--- config.mk ---
export PLATFORM = sky130hd
export DESIGN_NAME = frame_compositor
export DESIGN_NICKNAME = d
export VERILOG_FILES = /design/src/rtl/fc_pkg.sv /design/src/rtl/fc_delay_line.sv /design/src/rtl/frame_compositor.sv
export SDC_FILE = /design/constraint.sdc
export NUM_CORES = 1
export LEC_CHECK = 0
export CORE_MARGIN = 3
export CORE_UTILIZATION = 30
export DETAILED_ROUTE_END_ITERATION = 8
export GPL_TIMING_DRIVEN = 0
export SETUP_SLACK_MARGIN = 0.05
export SLEW_MARGIN = 30
export SYNTH_ARGS = -nofsm -noshare
export SYNTH_HDL_FRONTEND = slang
export SYNTH_SLANG_ARGS = --single-unit
export TNS_END_PERCENT = 20
--- constraint.sdc ---
create_clock -name CLOCK_50 -period 7.7 [get_ports CLOCK_50]
set_input_delay 1.925 -clock CLOCK_50 [delete_from_list [all_inputs] [get_ports CLOCK_50]]
set_output_delay 1.925 -clock CLOCK_50 [all_outputs]
set_load 0.05 [all_outputs]
--- src/rtl/fc_pkg.sv ---
// Shared definitions for the frame compositor: FSM states, colour modes,
// default VGA timing constants and the RGB332 expansion helper.
package fc_pkg;

    typedef enum logic [1:0] {
        ST_INIT = 2'd0,
        ST_SYNC = 2'd1,
        ST_RUN  = 2'd2
    } fc_state_t;

    localparam logic [1:0] MODE_GRAY   = 2'd0;
    localparam logic [1:0] MODE_RGB332 = 2'd1;
    localparam logic [1:0] MODE_INV    = 2'd2;
    localparam logic [1:0] MODE_RSVD   = 2'd3;

    localparam int DEF_H_ACTIVE = 640;
    localparam int DEF_V_ACTIVE = 480;
    localparam int DEF_H_OFFSET = 144;
    localparam int DEF_V_OFFSET = 36;

    // Replicates each RGB332 field's top bits so full-scale input maps to 8'hFF.
    function automatic logic [23:0] expand_rgb332(input logic [7:0] d);
        return {d[7:5], d[7:5], d[7:6], d[4:2], d[4:2], d[4:3], {4{d[1:0]}}};
    endfunction

endpackage

--- src/rtl/fc_delay_line.sv ---
// Fixed-depth shift register used to carry pixel sideband alongside RAM read latency.
module fc_delay_line #(
    parameter int WIDTH = 2,
    parameter int DEPTH = 1
) (
    input  logic             CLOCK_50,
    input  logic             reset_n,
    input  logic [WIDTH-1:0] din,
    output logic [WIDTH-1:0] dout
);

    logic [WIDTH-1:0] stage [DEPTH];

    always_ff @(posedge CLOCK_50 or negedge reset_n) begin
        if (!reset_n) begin
            for (int i = 0; i < DEPTH; i++) stage[i] <= '0;
        end else begin
            stage[0] <= din;
            for (int i = 1; i < DEPTH; i++) stage[i] <= stage[i-1];
        end
    end

    assign dout = stage[DEPTH-1];

endmodule

--- src/rtl/frame_compositor.sv ---
// Pixel back-end: framebuffer init/sync sequencing, read-address generation,
// frame-latched crosshair overlay and per-mode colour expansion to the DAC.
module frame_compositor
    import fc_pkg::*;
#(
    parameter int          H_ACTIVE = DEF_H_ACTIVE,
    parameter int          V_ACTIVE = DEF_V_ACTIVE,
    parameter int          H_OFFSET = DEF_H_OFFSET,
    parameter int          V_OFFSET = DEF_V_OFFSET,
    parameter int          PIX_W    = 8,
    parameter int          ADDR_W   = 19,
    parameter int          RD_LAT   = 1,
    parameter int          CUR_ARM  = 5,
    parameter logic [23:0] CUR_RGB  = 24'hFF0000
) (
    input  logic              CLOCK_50,
    input  logic              reset_n,
    input  logic [10:0]       x,
    input  logic [10:0]       y,
    input  logic              ativo,
    input  logic [10:0]       cursor_x,
    input  logic [10:0]       cursor_y,
    input  logic              cursor_en,
    input  logic [1:0]        mode,
    input  logic              reinit,
    output logic              init_req,
    input  logic              init_done,
    output logic              rd_en,
    output logic [ADDR_W-1:0] rd_addr,
    input  logic [PIX_W-1:0]  rd_data,
    output logic [7:0]        VGA_R,
    output logic [7:0]        VGA_G,
    output logic [7:0]        VGA_B,
    output logic              busy
);

    localparam logic [10:0]        H_OFF_U = 11'(H_OFFSET);
    localparam logic [10:0]        V_OFF_U = 11'(V_OFFSET);
    localparam logic [10:0]        V_LAST  = 11'(V_ACTIVE - 1);
    localparam logic signed [12:0] H_OFF_S = 13'(H_OFFSET);
    localparam logic signed [12:0] V_OFF_S = 13'(V_OFFSET);
    localparam logic signed [12:0] ARM_S   = 13'(CUR_ARM);

    fc_state_t         state, state_next;
    logic              sync_start, run_now, seen_blank;
    logic              ativo_q, line_end, frame_end;
    logic [10:0]       sx, sy, sy_q;
    logic [ADDR_W-1:0] line_base, addr_hold;
    logic [10:0]       cur_x_l, cur_y_l;
    logic              cur_en_l;
    logic signed [12:0] dx, dy, adx, ady;
    logic              hit, hit_d, valid_d;
    logic [7:0]        pix8;
    logic [23:0]       colour_next;

    assign sx        = x - H_OFF_U;
    assign sy        = y - V_OFF_U;
    assign line_end  = ativo_q && !ativo;
    assign frame_end = line_end && (sy_q == V_LAST);

    // Streaming starts on the first visible pixel itself, so SYNC->RUN is decoded combinationally.
    always_comb begin
        state_next = state;
        sync_start = 1'b0;
        run_now    = 1'b0;
        if (state == ST_SYNC && seen_blank && ativo && x == H_OFF_U && y == V_OFF_U)
            sync_start = 1'b1;
        case (state)
            ST_INIT: if (init_done) state_next = ST_SYNC;
            ST_SYNC: if (sync_start) state_next = ST_RUN;
            ST_RUN:  state_next = ST_RUN;
            default: state_next = ST_INIT;
        endcase
        if (reinit) state_next = ST_INIT;
        run_now = (state == ST_RUN || sync_start) && !reinit;
    end

    always_ff @(posedge CLOCK_50 or negedge reset_n) begin
        if (!reset_n) begin
            state      <= ST_INIT;
            init_req   <= 1'b0;
            seen_blank <= 1'b0;
        end else begin
            state      <= state_next;
            init_req   <= (state_next == ST_INIT);
            seen_blank <= (state == ST_SYNC) && (seen_blank || !ativo);
        end
    end

    assign busy    = !run_now;
    assign rd_en   = ativo && run_now;
    assign rd_addr = rd_en ? line_base + ADDR_W'(sx) : addr_hold;

    // Line base replaces sy*H_ACTIVE: stepped at each line end, cleared after the last line.
    always_ff @(posedge CLOCK_50 or negedge reset_n) begin
        if (!reset_n) begin
            ativo_q   <= 1'b0;
            sy_q      <= '0;
            addr_hold <= '0;
            line_base <= '0;
            cur_x_l   <= '0;
            cur_y_l   <= '0;
            cur_en_l  <= 1'b0;
        end else begin
            ativo_q   <= ativo;
            sy_q      <= sy;
            addr_hold <= rd_addr;
            if (state != ST_RUN)
                line_base <= '0;
            else if (line_end)
                line_base <= frame_end ? '0 : line_base + ADDR_W'(H_ACTIVE);
            if (frame_end) begin
                cur_x_l  <= cursor_x;
                cur_y_l  <= cursor_y;
                cur_en_l <= cursor_en;
            end
        end
    end

    // Signed distances keep the crosshair from wrapping around screen edges.
    assign dx  = $signed({2'b00, x}) - H_OFF_S - $signed({2'b00, cur_x_l});
    assign dy  = $signed({2'b00, y}) - V_OFF_S - $signed({2'b00, cur_y_l});
    assign adx = dx[12] ? -dx : dx;
    assign ady = dy[12] ? -dy : dy;
    assign hit = cur_en_l && (((dx == '0) && (ady <= ARM_S)) || ((dy == '0) && (adx <= ARM_S)));

    fc_delay_line #(.WIDTH(2), .DEPTH(RD_LAT)) u_sideband (
        .CLOCK_50 (CLOCK_50),
        .reset_n  (reset_n),
        .din      ({rd_en, hit}),
        .dout     ({valid_d, hit_d})
    );

    assign pix8 = 8'(rd_data);

    always_comb begin
        colour_next = '0;
        if (valid_d && run_now) begin
            case (mode)
                MODE_GRAY:   colour_next = hit_d ? CUR_RGB : {3{pix8}};
                MODE_RGB332: colour_next = hit_d ? CUR_RGB : expand_rgb332(pix8);
                MODE_INV:    colour_next = hit_d ? {3{~pix8}} : {3{pix8}};
                MODE_RSVD:   colour_next = '0;
                default:     colour_next = '0;
            endcase
        end
    end

    always_ff @(posedge CLOCK_50 or negedge reset_n) begin
        if (!reset_n) begin
            {VGA_R, VGA_G, VGA_B} <= '0;
        end else begin
            {VGA_R, VGA_G, VGA_B} <= colour_next;
        end
    end

endmodule

==> impl_metrics.tcl <==
set metrics [dict create \
    status "complete, no violations" \
    cts_hold_buf 0 \
    worstMarginPinSlew_ns 0.741 \
    syn_nets 817 \
    ys.flop_type "dfrtp_1" \
    startpoint "x[4]" \
    fmax_ghz 0.135 \
    setup_viol 0 \
    synthArstFlopShare_pct 100 \
    syn2layout_area_growth_pct 28.0 \
    setup_tns_ns 0 \
    worst_setup_path_end_kind "output pin" \
    path_max_fanout 5 \
    hold_path_startpoint "addr_hold[13]$_DFF_PN0_" \
    slew_headroom_pct 49.3 \
    cts_sinks 96 \
    dp_cells 1081 \
    power_density_nw_per_um2 148 \
    cp.arrival_ns 5.47 \
    p_leak_nw 3.59 \
    dr_total_vias 5435 \
    cts_buffer_depth 2 \
    cts_setup_buffers 0 \
    io_buffers 104 \
    wl_per_cell_microns 15.7 \
    tritoncts "yes" \
    r2r-start "cur_y_l[0]$_DFFE_PN0P_" \
    drv_slew 0 \
    hold_viol 0 \
    synth_edf_count 0 \
    grt_start_max_net_pins 69 \
    rsz0062_at_grt "no" \
    first_iter_violations 316 \
    grt_pass1_wl_microns 27400 \
    finalCriticalPeriod_ns 7.39 \
    start_kind "input pin" \
    r2r_slack_ns 4.32 \
    clock_skew_ns 0.0102 \
    final_cell_area_sq_um 8040 \
    final_layout_size_suffix_gt1_share_pct 6.77 \
    grt.total_usage_pct 15.6 \
    hp-class "reg2reg" \
    critPathKind "in2out" \
    synth_seq_cells 96 \
    vias_per_cell 4.95 \
    root_buffer "clkbuf_16" \
    worstPathRequired_ns 5.78 \
    ys_top_cells_by_area "dfrtp_1 (38%), ha_1 (10%), o21ai_0 (5.2%), nand2_1 (4.5%), a21oi_1 (3.7%)" \
    maxCapViolCount 0 \
    ant_nets 0 \
    hold_slack_ns 0.484 \
    antenna_found_initial 2 \
    synth_top_area_share_pct 38.2 \
    rows 52 \
    yosys.area.top_type "dfrtp_1" \
    htreeDepth 3 \
    drc 0 \
    drt_first_pass_iters 5 \
    dp_hpwl_microns 13600 \
    pin_count 106 \
    clk_pin_slew_worst_paths_ns 0.07 \
    cts_made_buffers 9 \
    initial_core_util_pct 30.8 \
    nNetsFinal 934 \
    period_share_pct 96.0 \
    power_mw 1.19 \
    placed_cell_area_sq_um 7710 \
    vdd_drop_max_uv 69.1 \
    avgSynthCellArea_sq_um 8.91 \
    syn-cell-area_sq_um 6280 \
    drt-total-wl_microns 17300 \
    overflow 0 \
    die_x_microns 151 \
    core_sq_um 20400 \
    fp.dieArea_sq_um 22700 \
    nFillCells 2139 \
    seq_area_sq_um 2400 \
    ctsResizeCount 1 \
    multi_input_area_sq_um 3610 \
    insertion_delay_ns 0.36 \
    syn_inst 705 \
    yosysWarnings 0 \
    synth_cell_types 66 \
    grt_pass1_vias 5239 \
    synth-seq-area-share_pct 38.2 \
    instances_no_fill 1099 \
    die_h_microns 151 \
    place_congestion 0.918 \
]
sequential cells by signal, indices dropped and copies added (netlist names), 8 cells and up:
signal and count:
VGA_B 8, VGA_G 8, VGA_R 8, addr_hold 19, cur_x_l 11, cur_y_l 11, line_base 12, sy_q 11
per-layer routing:
metal  share of wire (%)  vias to the layer above  wire (microns)  global-route usage [%]
met2                  46                      119            7950                    24.2
met3                 4.3                       27             738                    2.11
li1                    -                     2703               -                       -
met5                   0                        -               0                       0
met1                  47                     2586            8080                    21.5
met4                 2.8                        0             491                    7.12
cell usage in the layout, fill, tap and decap left out, types with 5 or more instances in the layout:
cell	n
dfrtp_1	96
clkdlybuf4s50_1	96
nand2_1	76
o21ai_0	65
inv_1	55
nor2_1	50
ha_1	50
a21oi_1	46
xor2_1	25
xnor2_1	21
nand2b_1	18
nor3_1	17
clkbuf_1	16
nand3_1	16
and3_1	10
clkbuf_16	9
or2_2	8
mux2_2	8
nor2b_1	7
mux2i_1	6
and2_1	6
dlymetal6s2s_1	6
o31a_1	5
nor4_1	5
nand4_1	5
a21o_1	5
o21a_1	5
o31ai_1	5
or3_1	5
cell type report:
class / instances / share of cell area, %
sequential: 96 / 29.9
clock buffer: 11 / 3.14
buffer: 19 / 0.918
timing repair buffer: 106 / 13.6
inverter: 55 / 2.57
tap: 270 / 4.20
antenna: 2 / 0.0622
multi-input combinational: 535 / 44.9
clock inverter: 5 / 0.747
through the flow:
| stage | utilization (%) | setup slack (ns) |
|---|---|---|
| 3_3_place_gp | 37.5 | 0.0198 |
| 3_5_place_dp | 37.7 | -0.00840 |
| 4_1_cts | 39.3 | 0.0173 |
| 2_1_floorplan | - | 0.982 |
| 5_1_grt | 39.4 | 0.0389 |
| 6_report | 39.4 | 0.308 |
cells by family (layout without fill, tap and decap cells):
kind of cell	after synthesis	count (layout)	synth area share, %
compound gates	177	177	18.2
mux	14	14	2.39
other cells	0	2	0
fa+ha+maj	52	52	10.6
flops	96	96	38.2
simple gates	246	246	19.7
buf+inv	74	196	4.46
xor+xnor	46	46	6.41
synth_stat cells (3+ instances only):
cell,count
o211ai_1,3
nor2b_1,7
a21oi_1,46
mux2_2,8
a211oi_1,3
o21a_1,5
nand3_1,16
clkbuf_1,16
nand2_1,76
nor4_1,5
nor2_1,51
o21ai_0,65
nor3b_1,3
nand4_1,5
o2111ai_1,4
a21o_1,5
and2_1,6
inv_1,55
and3_1,10
dfrtp_1,96
xor2_1,25
a31o_2,3
ha_1,50
o21bai_1,4
a311o_1,3
nand4b_1,4
o31ai_1,5
xnor2_1,21
a31oi_1,3
nor4b_1,3
or2_2,8
nor3_1,18
o31a_1,5
or3_1,5
mux2i_1,6
nand2b_1,18
final timing paths:
path	end	cells past startpoint
max in group asynchronous	cur_x_l[8]$_DFFE_PN0P_	2
worst min-delay path	addr_hold[13]$_DFF_PN0_	2
worst min register to register	addr_hold[13]$_DFF_PN0_	2
worst max register to register	u_sideband.dout[0]$_DFF_PN0_	11
worst max-delay path	rd_addr[11]	14
min in group asynchronous	sy_q[1]$_DFF_PN0_	1
where the power goes:
group	internal [mW]	total [mW]	switching, mW
Sequential	0.511	0.513	0.00213
Clock	0.272	0.480	0.209
Combinational	0.0839	0.194	0.110
critical path, stage by stage:
cell and delay [ns]:
clkdlybuf4s50_1 0.55, inv_1 0.13, ha_1 0.24, nand2b_1 0.10, nand2_1 0.07, xor2_1 0.27, ha_1 0.32, a21oi_1 0.24
nor2b_1 0.07, nor2_1 0.15, o21bai_1 0.18, xor2_1 0.18, mux2_2 0.30, clkdlybuf4s50_1 0.72
(Power assumes the default switching activity.)
